--- src/rtl/background_redraw_ctrl_pkg.sv ---
// Graphics definitions shared by the redraw controller, the background lookup and the game FSM.
// Latency: none (types and constants only).
// Backpressure: not applicable.
package background_redraw_ctrl_pkg;

   localparam int SCREEN_W = 320;
   localparam int SCREEN_H = 240;
   localparam int X_W      = 9;
   localparam int Y_W      = 8;
   localparam int COLOR_W  = 3;
   localparam int STATE_W  = 4;

   // Game states; the background lookup selects its artwork from these.
   typedef enum logic [STATE_W-1:0] {
      DRAW_INITIAL   = 4'd0,
      DRAW_TITLE     = 4'd1,
      WAIT_START     = 4'd2,
      DRAW_LEVEL     = 4'd3,
      PLAYING        = 4'd4,
      PAUSED         = 4'd5,
      PLAYER_HIT     = 4'd6,
      LEVEL_CLEAR    = 4'd7,
      DRAW_GAME_OVER = 4'd8,
      WAIT_RESTART   = 4'd9,
      DRAW_WIN       = 4'd10,
      FINISHED_GAME  = 4'd11
   } game_state_e;

   typedef enum logic [1:0] {
      ST_IDLE  = 2'd0,
      ST_SCAN  = 2'd1,
      ST_FLUSH = 2'd2,
      ST_DONE  = 2'd3
   } redraw_state_e;

   // One entry of the coordinate delay line that tracks the lookup ROM.
   typedef struct packed {
      logic           vld;
      logic [X_W-1:0] x;
      logic [Y_W-1:0] y;
   } pix_tag_t;

   // Not a legal game state, so the first cycle after reset always requests a redraw.
   localparam logic [STATE_W-1:0] PREV_STATE_RST = 4'hF;

endpackage

--- src/rtl/background_redraw_ctrl_pixel_scan_counter.sv ---
// Raster X/Y counter: x runs 0..H_RES-1, then y advances; wraps to (0,0) after the last pixel.
// Latency: registered coordinates, last flag combinational from the current coordinate.
// Backpressure: advances only while en is high; clr has priority and returns to (0,0).
module pixel_scan_counter
   import background_redraw_ctrl_pkg::*;
#(
   parameter int H_RES = SCREEN_W,
   parameter int V_RES = SCREEN_H
)(
   input  logic           clock,
   input  logic           reset,
   input  logic           en,
   input  logic           clr,
   output logic [X_W-1:0] x,
   output logic [Y_W-1:0] y,
   output logic           last
);

   localparam logic [X_W-1:0] X_LAST = X_W'(H_RES - 1);
   localparam logic [Y_W-1:0] Y_LAST = Y_W'(V_RES - 1);

   // Step the raster position one pixel per enabled cycle.
   always_ff @(posedge clock) begin
      if (reset || clr) begin
         x <= '0;
         y <= '0;
      end else if (en) begin
         if (x == X_LAST) begin
            x <= '0;
            y <= (y == Y_LAST) ? '0 : y + Y_W'(1);
         end else begin
            x <= x + X_W'(1);
         end
      end
   end

   // Flag the final pixel of the frame.
   always_comb begin
      last = (x == X_LAST) && (y == Y_LAST);
   end

endmodule

--- src/rtl/background_redraw_ctrl.sv ---
// Full-screen background repaint on game-state change or request; optional SKIP_BLACK_EN suppresses black plots.
// Latency: coordinate issued at cycle t is plotted at t+ROM_LATENCY+1; frame = H_RES*V_RES+ROM_LATENCY+2 cycles.
// Backpressure: none; triggers arriving mid-frame collapse into one pending redraw run after done.
module background_redraw_ctrl
   import background_redraw_ctrl_pkg::*;
#(
   parameter int H_RES       = SCREEN_W,
   parameter int V_RES       = SCREEN_H,
   parameter int ROM_LATENCY = 1          // lookup ROM latency, 1..3
)(
   input  logic               clock,
   input  logic               reset,
   input  logic [STATE_W-1:0] gameState,
   input  logic               redraw_req,
   input  logic [COLOR_W-1:0] bg_color,
   output logic [X_W-1:0]     bg_x,
   output logic [Y_W-1:0]     bg_y,
   output logic [X_W-1:0]     vga_x,
   output logic [Y_W-1:0]     vga_y,
   output logic [COLOR_W-1:0] vga_colour,
   output logic               vga_plot,
   output logic               busy,
   output logic               done
);

   redraw_state_e      state;
   logic               pending;
   logic [STATE_W-1:0] prev_state;
   logic               trigger;
   logic               scan_en;
   logic               scan_clr;
   logic               scan_last;
   logic               pipe_any_vld;
   logic               plot_next;
   pix_tag_t           issue_tag;
   pix_tag_t           tail;
   pix_tag_t           pipe [ROM_LATENCY];

   pixel_scan_counter #(
      .H_RES (H_RES),
      .V_RES (V_RES)
   ) u_scan (
      .clock (clock),
      .reset (reset),
      .en    (scan_en),
      .clr   (scan_clr),
      .x     (bg_x),
      .y     (bg_y),
      .last  (scan_last)
   );

   // Redraw request decode and counter control derived from the current state.
   always_comb begin
      trigger   = (gameState != prev_state) || redraw_req;
      scan_en   = (state == ST_SCAN);
      scan_clr  = ((state == ST_IDLE) && trigger) ||
                  ((state == ST_DONE) && (pending || trigger));
      issue_tag = '{vld: scan_en, x: bg_x, y: bg_y};
      tail      = pipe[ROM_LATENCY-1];
   end

   // Any coordinate still waiting for its colour keeps the frame in flush.
   always_comb begin
      pipe_any_vld = 1'b0;
      for (int i = 0; i < ROM_LATENCY; i++) begin
         pipe_any_vld = pipe_any_vld | pipe[i].vld;
      end
   end

   // Frame sequencer: idle, scan every pixel, drain the lookup, pulse done.
   always_ff @(posedge clock) begin
      if (reset) begin
         state      <= ST_IDLE;
         pending    <= 1'b0;
         prev_state <= PREV_STATE_RST;
         busy       <= 1'b0;
         done       <= 1'b0;
      end else begin
         prev_state <= gameState;
         done       <= 1'b0;
         case (state)
            ST_IDLE: begin
               if (trigger) begin
                  state <= ST_SCAN;
                  busy  <= 1'b1;
               end
            end
            ST_SCAN: begin
               if (trigger) pending <= 1'b1;
               if (scan_last) state <= ST_FLUSH;
            end
            ST_FLUSH: begin
               if (trigger) pending <= 1'b1;
               // Empty delay line means the output register holds the final plot now.
               if (!pipe_any_vld) begin
                  state <= ST_DONE;
                  done  <= 1'b1;
                  busy  <= 1'b0;
               end
            end
            ST_DONE: begin
               // A trigger landing in this cycle counts as pending too.
               if (pending || trigger) begin
                  pending <= 1'b0;
                  state   <= ST_SCAN;
                  busy    <= 1'b1;
               end else begin
                  state <= ST_IDLE;
               end
            end
            default: state <= ST_IDLE;
         endcase
      end
   end

   // Delay line aligning each issued coordinate with its ROM colour.
   always_ff @(posedge clock) begin
      if (reset) begin
         for (int i = 0; i < ROM_LATENCY; i++) pipe[i] <= '0;
      end else begin
         pipe[0] <= issue_tag;
         for (int i = 1; i < ROM_LATENCY; i++) pipe[i] <= pipe[i-1];
      end
   end

   // Plot enable for the aligned pixel.
   always_comb begin
`ifdef SKIP_BLACK_EN
      plot_next = tail.vld && (bg_color != '0);
`else
      plot_next = tail.vld;
`endif
   end

   // Registered VGA write port.
   always_ff @(posedge clock) begin
      if (reset) begin
         vga_x      <= '0;
         vga_y      <= '0;
         vga_colour <= '0;
         vga_plot   <= 1'b0;
      end else begin
         vga_x      <= tail.x;
         vga_y      <= tail.y;
         vga_colour <= bg_color;
         vga_plot   <= plot_next;
      end
   end

endmodule
--- config.mk ---
export PLATFORM = sky130hd
export DESIGN_NAME = background_redraw_ctrl
export DESIGN_NICKNAME = d
export VERILOG_FILES = /design/src/rtl/background_redraw_ctrl_pkg.sv /design/src/rtl/background_redraw_ctrl_pixel_scan_counter.sv /design/src/rtl/background_redraw_ctrl.sv
export SDC_FILE = /design/constraint.sdc
export NUM_CORES = 1
export LEC_CHECK = 0
export CAP_MARGIN = 25
export CORE_MARGIN = 4
export CORE_UTILIZATION = 30
export DETAILED_ROUTE_END_ITERATION = 12
export PLACE_DENSITY = 0.64
export SLEW_MARGIN = 15
export SYNTH_ARGS = -nofsm -noshare
export SYNTH_HDL_FRONTEND = slang
export SYNTH_HIERARCHICAL = 1
export SYNTH_SLANG_ARGS = --single-unit
--- constraint.sdc ---
create_clock -name clock -period 2.8 [get_ports clock]
set_clock_uncertainty 0.1 [all_clocks]
set_input_delay 0.28 -clock clock [delete_from_list [all_inputs] [get_ports clock]]
set_output_delay 0.28 -clock clock [all_outputs]
set_load 0.02 [all_outputs]
==> results of run 1 <==
## worst min-delay path, delay by kind of cell
kind                   cells  cell delay (ns)
AND/OR/NAND/NOR            2             0.21
AO/OA/AOI/OAI              1             0.06
buffers and inverters      1             0.12
## sequential cells by signal, summed over array words and instances (netlist names)
register	count
done	1
u_scan/y	8
state	2
vga_x	9
busy	1
vga_y	8
pending	1
prev_state	4
vga_colour	3
vga_plot	1
pipe	18
u_scan/x	9
## layout by cell type (no fill, tap or decap), types with 5 or more instances in the layout
| cell type | count |
|---|---|
| ha_1 | 8 |
| inv_1 | 6 |
| clkbuf_8 | 9 |
| or2_2 | 6 |
| dfxtp_1 | 65 |
| clkdlybuf4s50_1 | 48 |
| nand2_1 | 18 |
| xor2_1 | 7 |
| o21ai_0 | 5 |
| a21oi_1 | 8 |
| nor2_1 | 21 |
| nor2b_1 | 38 |
| nand3_1 | 6 |
## power groups by stage
stage	logic [W]	registers, W	clock network [W]
final	0.000417	0.00101	0.000749
after global routing	0.000455	0.00101	0.000821
after CTS	0.000414	0.00101	0.000777
after detailed placement	0.000414	0.00103	0
after global placement	0.000402	0.00103	0
after floorplan	0.000264	0.00104	0
## cell type report
type / count / share of cell area, %
multi-input combinational: 161 / 32.3
clock buffer: 11 / 4.13
inverter: 6 / 0.707
clock inverter: 5 / 1.77
timing repair buffer: 53 / 16.2
sequential: 65 / 40.9
tap: 102 / 4.01
## cell families after synthesis
logic type,Yosys count,synth area share [%]
AND/OR/NAND/NOR,113,26.7
flip-flops,65,54.4
AO/OA/AOI/OAI,27,7.33
buffers and inverters,14,2.51
XOR/XNOR,11,4.03
adder cells (fa/ha/maj),8,4.19
multiplexers,2,0.837
## routing by layer
layer	track usage, %	up-vias
li1	-	910
met1	12.4	775
met2	15.6	41
met3	2.44	10
met4	7.24	0
met5	0	-
## metrics by stage
step           cell area, um2  total power (W)  setup WS, ns
6_report                 3180          0.00217         0.242
5_1_grt                  3180          0.00229         0.122
4_1_cts                  3180          0.00220         0.284
3_5_place_dp             3000          0.00144         0.209
3_3_place_gp             3000          0.00143         0.263
2_1_floorplan            2390          0.00130         0.415
## worst paths after layout
check / slack [ns] / cells after the start / endpoint / from
worst max-delay path: 0.24 / 8 / state[0] / u_scan/y[1]
worst min-delay path: 0.30 / 4 / u_scan/y[5] / reset
worst max register to register: 0.24 / 8 / state[0] / u_scan/y[1]
worst min register to register: 0.34 / 1 / vga_y[1] / pipe[0][1]
==> reports/qor.yml, run 1 <==
wl_um: 4800
rows: 32
max_clock_freq_mhz: 391
regArea_um2: 1300
clockBufferDepth: 2
whs_ns: 0.296
routed.top_layer: "met4"
max_stage_delay_ns: 0.66
p_comb_share_pct: 19.2
num_vias: 1736
synthTopCellsByCount: "65 x dfxtp_1, 38 x nor2b_1, 21 x nor2_1"
syn_to_final_growth_pct: 33.2
yosysWarnings: 6
min_path_type: "in2reg"
cpMaxStageDelayCell: "or4b_1"
hold_viol_final: 0
power.density_nw_per_um2: 682
finalSetupTns_ns: 0
slew_viol_final: 0
setup_viol: 0
groute.usage.overall_pct: 10.1
start_util_pct: 30.9
firstDrtPassIters: 4
io_pins: 50
rsz0062_at_grt: "false"
ctsResizeCount: 0
syn_inst: 240
wl_per_cell_um: 11.9
dp_hpwl_um: 3350
cts_tree: "done"
grt_pass1_vias: 1577
grt_max_degree: 50
grt-ovfl-total: 0
die_w_um: 97.3
core_um2: 7730
outcome: "completed"
synth_fp_nets: 258
p_sw_share_pct: 28.1
m1WireLength_um: 2250
cp-start-kind: "flop"
drive_gt1_share_pct: 11.0
cts.sinks: 65
synthArstFlopShare_pct: 0
critPathTopFamily: "simple AND/OR/NAND/NOR gates"
gp_congestion: 0.806
ys_seq_area_share_pct: 54.4
n_antenna_cell: 0
cap_violations: 0
clkTransAtPathRegs_ns: 0.07
yosysTopAreaCell: "dfxtp_1"
irDropWorstVdd_v: 0.000272
synth_seq_cells: 65
power.leakage_nw: 1.16
path_max_fanout: 6
end_kind: "flop"
synth.most_common_cell: "dfxtp_1"
p_int_w: 0.00156
grt_antenna_before_repair: 0
dp.cells: 387
syn_area_per_cell_um2: 9.96
grt_first_pass_wirelength_um: 7580
pwr-share-clk_pct: 34.5
fillers: 738
cp_num_buf_inv: 0
nNetsFinal: 314
critPathArrivalTime_ns: 2.68
required_ns: 2.93
vias_per_cell: 4.31
critPathKind: "reg2reg"
stdcell_count: 403
postCtsSetupRepairBufs: 0
drtIter0Drc: 67
synth_edf_count: 0
die_y_um: 97.3
fin_util_pct: 41.2
io_buffers: 49
cts_buffers: 9
synth_area_um2: 2390
htree_levels: 3
drt.antenna.violating_nets: 0
tightest_slew_ns: 0.470
crit_chain: "ha_1, nand3_1, or4b_1, nor2_1, o21ai_1, or3_1, a221oi_2, nor2_1"
dieArea_um2: 9460
synth-main-ff-cell: "dfxtp_1"
cts_hold_buffers: 0
period_needed_ns: 2.56
synth.area.top_cells: "dfxtp_1 54%, nor2b_1 9.9%, ha_1 4.2%"
wl_met2_um: 2190
min_period_over_period_pct: 91.3
slew_headroom_pct: 68.2
met3WireLength_um: 220
root_buffer: "clkbuf_8"
ys_types: 40
p_sw_w: 0.000609
multiInputGateArea_um2: 1030
yosys.area.top_type_share_pct: 54.4
pwr-share-seq_pct: 46.3
path_common_cell: "nor2_1"
drc: 0
worstSkewPairLatency_ns: 0.33
Note: power is estimated with default switching activity, not from simulation.
==> inputs of run 2 (changes only) <==
ABC_AREA = 0   (was default)
PLACE_DENSITY = 0.66   (was 0.64)
clock period = 2.17 ns   (was 2.8 ns; I/O delays follow)
==> run 2 against run 1 <==
  * Register-to-register slack got worse by 0.17 ns
  * Total power grew 25%
  * Critical path depth up 1
  * Sequential share of layout area decreased by 2.0 points
  * Clock power rose by 16%
  * Design area up 5.7%
  * Setup slack worse by 0.18 ns
  * Cell count rose by 5.0%
  * Sequential power increased by 28%
  * Die area is the same
  * Via count increased by 4.4%
==> reports/qor.yml, run 2 (synthesized netlist as in run 1, its figures left out) <==
cts_tree: "done"
wl_um: 4900  # +2.0%
cpMaxStageDelayCell: "or4_1"
regArea_um2: 1310  # +0.58%
grt_pass1_vias: 1760  # +12%
holdPathEnd: "u_scan/y[5]"
dieArea_um2: 9460  # unchanged
grt_max_degree: 33  # -34%
io_pins: 50  # unchanged
mostFrequentLayoutCells: "63 x dfxtp_1, 48 x clkdlybuf4s50_1, 38 x nor2b_1"
cap_violations: 0  # unchanged
r2r_cells: 8  # unchanged
irDropWorstVdd_v: 0.000288  # +5.9%
max_stage_delay_ns: 0.49  # -0.17 ns
cts_hold_buffers: 0  # unchanged
critPathKind: "in2reg"
clkTransAtPathRegs_ns: 0.06  # about the same
end_kind: "flop"
path_max_fanout: 4  # -2
hold_viol_final: 0  # unchanged
nNetsFinal: 334  # +6.4%
regMostFlops: "pipe"
io_buffers: 49  # unchanged
tightest_slew_ns: 0.412  # -0.0586 ns
reg_top3: "pipe x18, u_scan/x x9, vga_x x9"
slew_headroom_pct: 72.2  # +4.0 points
fillers: 743  # +0.68%
r2r_slack_ns: 0.07  # -0.17 ns
drtIter0Drc: 87  # +30%
required_ns: 2.32  # -0.61 ns
drt.antenna.violating_nets: 0  # unchanged
largest_reg_flops: 18  # unchanged
p_int_w: 0.00194  # +24%
max_clock_freq_mhz: 475
die_y_um: 97.3  # unchanged
min_period_over_period_pct: 97.1
start_util_pct: 30.9  # unchanged
whs_ns: 0.211  # -0.0851 ns
r2r_end: "u_scan/y[5]"
pwr-share-seq_pct: 47.5  # +1.2 points
cts_buffers: 9  # unchanged
stdcell_area_um2: 3370  # +5.7%
finalPower_w: 0.00272  # +25%
slew_viol_final: 0  # unchanged
multiInputGateArea_um2: 1070  # +3.9%
pwr-share-clk_pct: 32.0  # -2.5 points
p_sw_w: 0.000782  # +28%
crit_chain: "clkdlybuf4s50_1, xor2_1, nor3_2, nand3_1, nand2_1, o21ai_1, or2_2, or4_1, o21ai_1"
drive_gt1_share_pct: 19.3  # +8.4 points
period_needed_ns: 2.11
critPathArrivalTime_ns: 2.26  # -0.42 ns
setup_viol: 0  # unchanged
vias_per_cell: 4.29  # -0.50%
firstDrtPassIters: 4  # unchanged
n_antenna_cell: 0  # unchanged
min_path_type: "in2reg"
clockBufferDepth: 2  # unchanged
root_buffer: "clkbuf_8"
dp_slack_ns: -0.298  # -0.507 ns
die_w_um: 97.3  # unchanged
power.leakage_nw: 1.26  # +8.8%
setup_ws_ns: 0.0627  # -0.180 ns
drc: 0  # unchanged
wl_per_cell_um: 11.6  # -2.8%
worstSkewPairLatency_ns: 0.32  # about the same
rows: 32  # unchanged
min_path_cells: 4  # unchanged
core_um2: 7730  # unchanged
worstReg2RegStart: "prev_state[2]"
cp-start-kind: "primary input"
grt_first_pass_wirelength_um: 8180  # +7.9%
p_sw_share_pct: 28.7  # +0.64 points
grt-ovfl-total: 0  # unchanged
gp_congestion: 0.830  # +3.1%
outcome: "completed"
path_common_cell: "o21ai_1"
p_comb_share_pct: 20.5  # +1.3 points
power.density_nw_per_um2: 809  # +19%
dpl_cell_area_um2: 3150  # +5.2%
grt_antenna_before_repair: 0  # unchanged
layout_commonest_cell: "dfxtp_1"
min-delay-start: "reset"
cts.sinks: 65  # unchanged
num_vias: 1813  # +4.4%
syn_to_final_growth_pct: 40.8
groute.usage.overall_pct: 10.6  # +0.43 points
dp_hpwl_um: 3630  # +8.5%
htree_levels: 3  # unchanged
[run 2: what timing repair did]
item,in CTS,in global routing
gates resized for setup,0,8
buffers inserted,0,1
setup endpoints to repair,0,5
[run 2: layout make-up]
cell class | instances | area share (%)
clock buffer | 11 | 4.20
clock inverter | 5 | 0.929
inverter | 6 | 0.669
tap | 102 | 3.79
sequential | 65 | 38.9
multi-input combinational | 161 | 31.8
timing repair buffer | 73 | 19.8
[run 2: power groups by stage]
stage | clock [W] | sequential (W) | combinational [W]
final | 0.000871 | 0.00129 | 0.000560
after floorplan | 0 | 0.00134 | 0.000343
after detailed placement | 0 | 0.00132 | 0.000553
after global routing | 0.000953 | 0.00130 | 0.000615
after global placement | 0 | 0.00132 | 0.000545
after CTS | 0.000901 | 0.00129 | 0.000555
[run 2: metrics by stage]
stage / std cells / utilization [%] / TNS [ns]
2_1_floorplan: 240 / - / -0.000754
3_3_place_gp: 406 / 40.8 / -0.666
5_1_grt: 423 / 43.6 / -0.0135
4_1_cts: 422 / 43.0 / 0
6_report: 423 / 43.6 / 0
3_5_place_dp: 406 / 40.8 / -1.07
[run 2: worst max-delay path by stage]
stage | startpoint | endpoint | slack, ns
after detailed placement | gameState[1] | u_scan/y[5] | -0.30
after floorplan | u_scan/y[0] | state[0] | -0.0008
after global routing | prev_state[2] | u_scan/y[5] | -0.008
after CTS | u_scan/y[0] | state[0] | 0.02
final | gameState[2] | u_scan/y[5] | 0.06
after global placement | gameState[1] | u_scan/y[5] | -0.24
[run 2: critical path: cells and delay by family]
| kind | cells | cell delay [ns] |
|---|---|---|
| and+or+nand+nor | 5 | 1.29 |
| buffers and inverters | 1 | 0.43 |
| xor gates and xnor gates | 1 | 0.16 |
| AOI/OAI and AO/OA | 2 | 0.16 |
[run 2: per-layer routing]
layer	vias up	track usage, %	part of all wire (%)
li1	948	-	-
met1	810	13.0	46
met2	48	17.0	46
met3	7	2.37	5.8
met4	0	5.75	1.6
met5	-	0	0
